`src/rtl/microwave_pkg.sv`:
```
// rtl/microwave_pkg.sv - shared types and constants for the microwave BCD countdown timer
package microwave_pkg;

    typedef enum logic [2:0] {
        IDLE  = 3'd0,
        SET   = 3'd1,
        RUN   = 3'd2,
        PAUSE = 3'd3,
        DONE  = 3'd4
    } mwt_state_t;

    localparam int BCD_W = 4;

    localparam logic [BCD_W-1:0] SEC_TENS_WRAP = 4'd5;
    localparam logic [BCD_W-1:0] DIGIT_WRAP    = 4'd9;

endpackage

```
`src/rtl/bcd_down_digit.sv`:
```
// rtl/bcd_down_digit.sv - one BCD down-counting digit with clear, parallel load and borrow out
module bcd_down_digit
    import microwave_pkg::*;
(
    input  logic             clk,
    input  logic             rstn,
    input  logic             clr_i,
    input  logic             load_i,
    input  logic [BCD_W-1:0] load_val_i,
    input  logic             dec_i,
    input  logic [BCD_W-1:0] wrap_i,
    output logic [BCD_W-1:0] value_o,
    output logic             borrow_o
);

    logic [BCD_W-1:0] value_q, value_d;

    // Clear beats load beats decrement; decrementing from 0 wraps and borrows upward
    always_comb begin
        value_d = value_q;
        if (clr_i) begin
            value_d = '0;
        end else if (load_i) begin
            value_d = load_val_i;
        end else if (dec_i) begin
            value_d = (value_q == '0) ? wrap_i : value_q - 1'b1;
        end
    end

    // Digit register
    always_ff @(posedge clk or negedge rstn) begin
        if (!rstn) begin
            value_q <= '0;
        end else begin
            value_q <= value_d;
        end
    end

    assign value_o  = value_q;
    assign borrow_o = dec_i && (value_q == '0);

endmodule

```
`src/rtl/microwave_timer.sv`:
```
// rtl/microwave_timer.sv - MM:SS keypad-loaded BCD countdown timer; optional internal 1 Hz prescaler via MWT_PRESCALER_EN
module microwave_timer
    import microwave_pkg::*;
#(
    parameter int CLK_HZ = 50_000_000
) (
    input  logic       clk,
    input  logic       rstn,
    input  logic       tick_1hz,
    input  logic       digit_valid,
    input  logic [3:0] digit,
    input  logic       clearn,
    input  logic       mag,
    output logic [3:0] min_tens,
    output logic [3:0] min_ones,
    output logic [3:0] sec_tens,
    output logic [3:0] sec_ones,
    output logic       timer_done,
    output logic       zero
);

    mwt_state_t state_q, state_d;
    logic       done_q, done_d;
    logic       tick;
    logic       clr, load, dec;
    logic       borrow_so, borrow_st, borrow_mo, unused_borrow_mt;
    logic       last_second;

    assign clr         = !clearn;
    assign zero        = ({min_tens, min_ones, sec_tens, sec_ones} == 16'h0000);
    // In RUN the count is never zero, so a decrement lands on 00:00 only from 00:01
    assign last_second = ({min_tens, min_ones, sec_tens, sec_ones} == 16'h0001);

`ifdef MWT_PRESCALER_EN
    localparam int               PW         = (CLK_HZ > 1) ? $clog2(CLK_HZ) : 1;
    localparam logic [PW-1:0]    PRESC_LAST = PW'(CLK_HZ - 1);

    logic [PW-1:0] presc_q, presc_d;
    logic          unused_tick_1hz;

    // Counter is held at 0 outside RUN, so every entry into RUN starts a full second
    always_comb begin
        presc_d = '0;
        if (clearn && state_q == RUN) begin
            presc_d = (presc_q == PRESC_LAST) ? '0 : presc_q + 1'b1;
        end
    end

    // Prescaler register
    always_ff @(posedge clk or negedge rstn) begin
        if (!rstn) begin
            presc_q <= '0;
        end else begin
            presc_q <= presc_d;
        end
    end

    assign tick            = (state_q == RUN) && (presc_q == PRESC_LAST);
    assign unused_tick_1hz = tick_1hz;
`else
    logic unused_clk_hz;

    assign tick          = tick_1hz;
    assign unused_clk_hz = CLK_HZ[0];
`endif

    // Next state, done flag and digit control; clear has priority over everything
    always_comb begin
        state_d = state_q;
        done_d  = done_q;
        load    = 1'b0;
        dec     = 1'b0;
        if (!clearn) begin
            state_d = IDLE;
            done_d  = 1'b0;
        end else begin
            unique case (state_q)
                IDLE, SET: begin
                    if (mag) begin
                        if (zero) begin
                            state_d = DONE;
                            done_d  = 1'b1;
                        end else begin
                            state_d = RUN;
                        end
                    end else if (digit_valid && digit <= 4'd9) begin
                        load    = 1'b1;
                        state_d = ({min_ones, sec_tens, sec_ones, digit} != 16'h0000) ? SET : IDLE;
                    end
                end
                RUN: begin
                    if (tick) begin
                        dec = 1'b1;
                        if (last_second) begin
                            state_d = DONE;
                            done_d  = 1'b1;
                        end else if (!mag) begin
                            state_d = PAUSE;
                        end
                    end else if (!mag) begin
                        state_d = PAUSE;
                    end
                end
                PAUSE: begin
                    if (mag) begin
                        state_d = RUN;
                    end
                end
                DONE: begin
                    state_d = DONE;
                end
                default: begin
                    state_d = IDLE;
                    done_d  = 1'b0;
                end
            endcase
        end
    end

    // State and done-flag registers
    always_ff @(posedge clk or negedge rstn) begin
        if (!rstn) begin
            state_q <= IDLE;
            done_q  <= 1'b0;
        end else begin
            state_q <= state_d;
            done_q  <= done_d;
        end
    end

    assign timer_done = done_q;

    bcd_down_digit u_sec_ones (
        .clk(clk), .rstn(rstn), .clr_i(clr), .load_i(load), .load_val_i(digit),
        .dec_i(dec), .wrap_i(DIGIT_WRAP), .value_o(sec_ones), .borrow_o(borrow_so)
    );

    bcd_down_digit u_sec_tens (
        .clk(clk), .rstn(rstn), .clr_i(clr), .load_i(load), .load_val_i(sec_ones),
        .dec_i(borrow_so), .wrap_i(SEC_TENS_WRAP), .value_o(sec_tens), .borrow_o(borrow_st)
    );

    bcd_down_digit u_min_ones (
        .clk(clk), .rstn(rstn), .clr_i(clr), .load_i(load), .load_val_i(sec_tens),
        .dec_i(borrow_st), .wrap_i(DIGIT_WRAP), .value_o(min_ones), .borrow_o(borrow_mo)
    );

    bcd_down_digit u_min_tens (
        .clk(clk), .rstn(rstn), .clr_i(clr), .load_i(load), .load_val_i(min_ones),
        .dec_i(borrow_mo), .wrap_i(DIGIT_WRAP), .value_o(min_tens), .borrow_o(unused_borrow_mt)
    );

endmodule

```
`config.mk`:
```
export PLATFORM = sky130hd
export DESIGN_NAME = microwave_timer
export DESIGN_NICKNAME = d
export VERILOG_FILES = /design/src/rtl/microwave_pkg.sv /design/src/rtl/bcd_down_digit.sv /design/src/rtl/microwave_timer.sv
export SDC_FILE = /design/constraint.sdc
export NUM_CORES = 1
export LEC_CHECK = 0
export ABC_CLOCK_PERIOD_IN_PS = 8300
export BUFFER_PORTS_ARGS = -buffer_cell sky130_fd_sc_hd__buf_2
export CAP_MARGIN = 40
export CORE_MARGIN = 2
export CORE_UTILIZATION = 63
export CTS_BUF_LIST = sky130_fd_sc_hd__clkbuf_4
export CTS_CLUSTER_SIZE = 30
export DETAILED_ROUTE_END_ITERATION = 10
export PLACE_DENSITY = 0.88
export RECOVER_POWER = 50
export SETUP_SLACK_MARGIN = 0.15
export SYNTH_ARGS = -nofsm -noshare
export SYNTH_HDL_FRONTEND = slang
export SYNTH_HIERARCHICAL = 1
export SYNTH_SLANG_ARGS = --single-unit
```
`constraint.sdc`:
```
create_clock -name clk -period 8.3 [get_ports clk]
set_input_delay 1.245 -clock clk [delete_from_list [all_inputs] [get_ports clk]]
set_output_delay 1.245 -clock clk [all_outputs]
set_load 0.005 [all_outputs]
```
# --- Word-level counts from Yosys, hierarchy flattened ---
# Cells that the tools add are included.
op_classes:
  reduce_logical: 15
  mux: 39
  eq_ne: 16
  magnitude_cmp: 1
  n_addsub: 4
ops:
  columns: ["cell", "n"]
  rows:
  - ["4-bit two-way mux", 16]
  - ["3-bit two-way mux", 8]
  - ["16-bit by 1-bit == test with 1-bit output, second input constant", 1]
  - ["16-bit zero test", 1]
  - ["4-bit zero test", 4]
  - ["16-bit nonzero test", 1]
  - ["4-bit by 1-bit subtractor with 4-bit output, second input constant", 4]
  - ["3-bit != test, second input constant", 5]
  - ["1-bit two-way mux", 13]
  - ["3-bit by 1-bit != test with 1-bit output, second input constant", 4]
  - ["3-bit one-hot mux with 4 select lines", 1]
  - ["3-bit by 2-bit == test with 1-bit output, second input constant", 2]
  - ["5-bit AND reduction", 1]
  - ["4-bit less-or-equal comparator, second input constant", 1]
  - ["1-bit logical AND", 4]
  - ["4-bit != test, second input constant", 1]
  - ["2-bit OR reduction", 2]
  - ["3-bit by 1-bit == test with 1-bit output, second input constant", 1]
  - ["3-bit == test, second input constant", 1]
  - ["3-bit zero test", 1]
  - ["1-bit one-hot mux with 3 select lines", 1]
  - ["2-bit != test, second input constant", 1]
  - ["2-bit AND reduction", 1]
totals:
  input_bits: 10
  register_bits: 20
  wordCells: 81

# --- Logic depth before layout (Yosys ltp) ---
logic_depth:
  word_depth: 9
  depth_mapped: 12
  mapped_depth_nobuf: 12

# --- Hierarchy ---
# Netlist, hierarchy kept.
modules_own_cells:
  columns: ["mod", "instances", "area_per_inst_um2", "cells_per_inst"]
  rows:
  - ["bcd_down_digit", 4, 320.3, 37]
  - ["microwave_timer", 1, 426.7, 53]

# --- Worst setup path after synthesis ---
# Ideal clock, no wire load.
synth_timing:
  kind: "input -> register"
  startpoint: "input port clearn"
  endpoint: "register u_min_tens.value_q[3] (netlist: u_min_tens/value_o[3])"
  path_buffers: 0
  required_time_ns: 8.225
  slack_ns: 4.308
  arrival_time_ns: 3.918
  cell_stages: 12
  setup_time_ns: 0.075
  path_cell_list: "nor2b_1 > and3_1 > inv_2 > nor3_1 > inv_2 > nor3_1 > inv_2 > nor3_1 > inv_2 > or4_1 > o221ai_1 > nor2b_1"
synth_between:
  elab_chain_cells: 5
  elab_cells_between_ends: 8
  classes_between: "eq/ne (1); mux (4); reduce/logical (3)"
synth_lines:
  columns: ["item", "line_no", "rtl"]
  rows:
  - ["start, declared", "microwave_timer.sv:12", "input logic clearn,"]
  - ["1-bit two-way mux", "microwave_timer.sv:73", "if (!clearn) begin"]
  - ["net dec", "microwave_timer.sv:25", "logic clr, load, dec;"]
  - ["1-bit logical AND", "bcd_down_digit.sv:40", "assign borrow_o = dec_i && (value_q == '0);"]
  - ["net borrow_so", "microwave_timer.sv:26", "logic borrow_so, borrow_st, borrow_mo, unused_borrow_mt;"]
  - ["1-bit logical AND", "bcd_down_digit.sv:40", null]
  - ["net borrow_st", "microwave_timer.sv:26", null]
  - ["1-bit logical AND", "bcd_down_digit.sv:40", null]
  - ["net borrow_mo", "microwave_timer.sv:26", null]
  - ["3-bit by 1-bit != test with 1-bit output (no line)", null, null]
  - ["end signal, assigned", "bcd_down_digit.sv:35", "value_q <= value_d;"]
  - ["end, declared", "bcd_down_digit.sv:16", "logic [BCD_W-1:0] value_q, value_d;"]
# The timed path passes the listed nets, and every way through them passes these cells.
# A chain may end at the register's enable or synchronous reset.

# --- Worst setup path in the final report ---
# Same ends and word-level chain as after synthesis.

==> qor.txt <==
status - completed
number of design-rule violations left by the first detailed-router iteration - 69
setup repair after global routing missed its margin - false
final number of max-transition violations - 0
Port-buffer cells - 27
Leakage Power - 0.886 nW
total vias in the final route - 1647
Post-Route Skew - 4.01 ps
Row Count - 18
P&R area growth vs syn - 11.9%
ratio of final minimum period to clock period - 51.2%
final hold violations - 0
Routability Congestion - 0.846
number of antenna violations at the first check in global routing - 0
Initial DRT Pass Iterations - 4
initial core utilization - 67.5%
area enclosed by the die boundary - 0.00313 mm²
worst supply voltage drop on vdd - 0.000190 V
total power of the final layout - 0.364 mW
detail-routed net length per standard cell - 14.0 µm
number of global-route vias before repair - 1515
largest driver fanout on the critical path - 5
clock sink total - 20
overall track demand over capacity in global routing - 25.8%
setup-violating endpoint count in the final report - 0
first-pass GRT wire length - 6690 µm
CTS tree - built
worst hold path type - reg -> reg
post-route minimum period - 4250 ps
GRT overflow - 0
share of final-layout standard cells stronger than drive strength 1 - 17.4%
number of setup buffers added after CTS - 0
maximum buffer depth of the clock tree - 2
startpoint types - input port
Data arrival, critical path - 4490 ps
sort of element at the end of the critical path - flip-flop
Filler Cell Count - 209
number of diodes added for antenna fixing - 0
clock input transition at the sequential cells of the worst setup and hold paths - 120 ps
Std-Cell Core Area - 0.00252 mm²
Clock Latency Late Sink - 300 ps
number of buffers created by CTS - 3
pwr/cell area - 191 mW/mm²
average cell area after synthesis - 8.51 µm²
residual DRC count - 0
number of H-tree levels - 1
DP HPWL - 2710 µm
number of nets in the final layout - 260
Syn Inst Count - 200
die extent in x - 56.0 µm
aggregate negative setup slack - 0 ps
clock root cell - clkbuf_4
Resize count post-CTS - 0
Yosys warnings - 6
top-level I/O count - 28
hold buffer count at cts - 0
Die Height - 56.0 µm
endpoint required time on the critical path - 8540 ps
final antenna-violating net count - 0
aggregate routed wire length - 3790 µm
largest net degree at the start of global routing - 45
max capacitance violation total - 0
critical path class - in -> reg
headroom to the max-slew limit - 25.6%
vias per inst - 6.08
Max Fclk - 0.235 GHz
Slew @ Worst Pin - 1120 ps
total standard cell area after synthesis - 0.00170 mm²
[final timing paths]
path,endpoint,cells past startpoint,start,slack (ps)
max,u_min_tens/value_o[3],13,clearn,4050
min,timer_done,1,timer_done,550
max reg2reg,u_min_tens/value_o[3],12,state_q[1],4390
min reg2reg,timer_done,1,timer_done,550
max in group asynchronous,u_min_ones/value_o[3],1,rstn,6520
min in group asynchronous,u_min_tens/value_o[2],1,rstn,1120
[state kept, by name, summed over array words and instances (netlist names)]
register	cells
u_sec_tens/value_o	4
timer_done	1
state_q	3
u_sec_ones/value_o	4
u_min_tens/value_o	4
u_min_ones/value_o	4
[final cells by class]
cell class / instances / area (µm²) / area share (%)
flip-flops and latches: 20 / 500 / 26.3
inverters: 18 / 67.6 / 3.55
clock inverters: 1 / 3.75 / 0.197
multi-input cells: 171 / 1130 / 59.5
clock buffers: 3 / 22.5 / 1.18
well taps: 30 / 37.5 / 1.97
repair buffers: 28 / 140 / 7.35
[routing by layer]
layer	routed length [µm]	share of wire [%]	GRT usage (%)	vias up
met5	0	0	0	-
met4	34	0.90	7.82	0
met3	192	5.1	2.33	4
met2	1760	47	43.0	54
met1	1790	47	35.7	772
li1	-	-	-	817
[where the power goes]
group | switching, mW | internal, mW | total, mW
registers | 0.0260 | 0.112 | 0.138
logic | 0.0919 | 0.0857 | 0.178
clock network | 0.0308 | 0.0175 | 0.0483
[critical path, cell delays in order]
cell and delay, ps:
buf_2 110, nor2b_1 190, and3_1 300, inv_2 80, nor3_1 460, inv_2 130
nor3_1 500, inv_2 130, nor3_1 480, inv_2 110, or4_1 410, o221ai_1 190
nor2b_1 150
[metrics by stage]
step	instances	setup slack, ps	hold slack (ps)	utilization [%]	cell area, µm²
global placement	267	3920	515	75.5	1900
CTS	271	4100	555	76.5	1930
global route	271	3660	587	75.5	1910
finish	271	4050	548	75.5	1910
detailed placement	267	3790	527	75.5	1900
floorplan	214	4320	518	-	1760
[layout by cell type, fill, tap and decap left out, types with 6 or more instances in the layout]
cell     instances
nor2b_1          6
dfrtp_1         20
ha_1             8
mux2i_1          8
nor3_1           9
inv_1           14
a31oi_1          6
nor2_1          18
conb_1          16
buf_2           25
or4_1            6
nand2_1         20
a21oi_1         13
(Power assumes the default switching activity.)
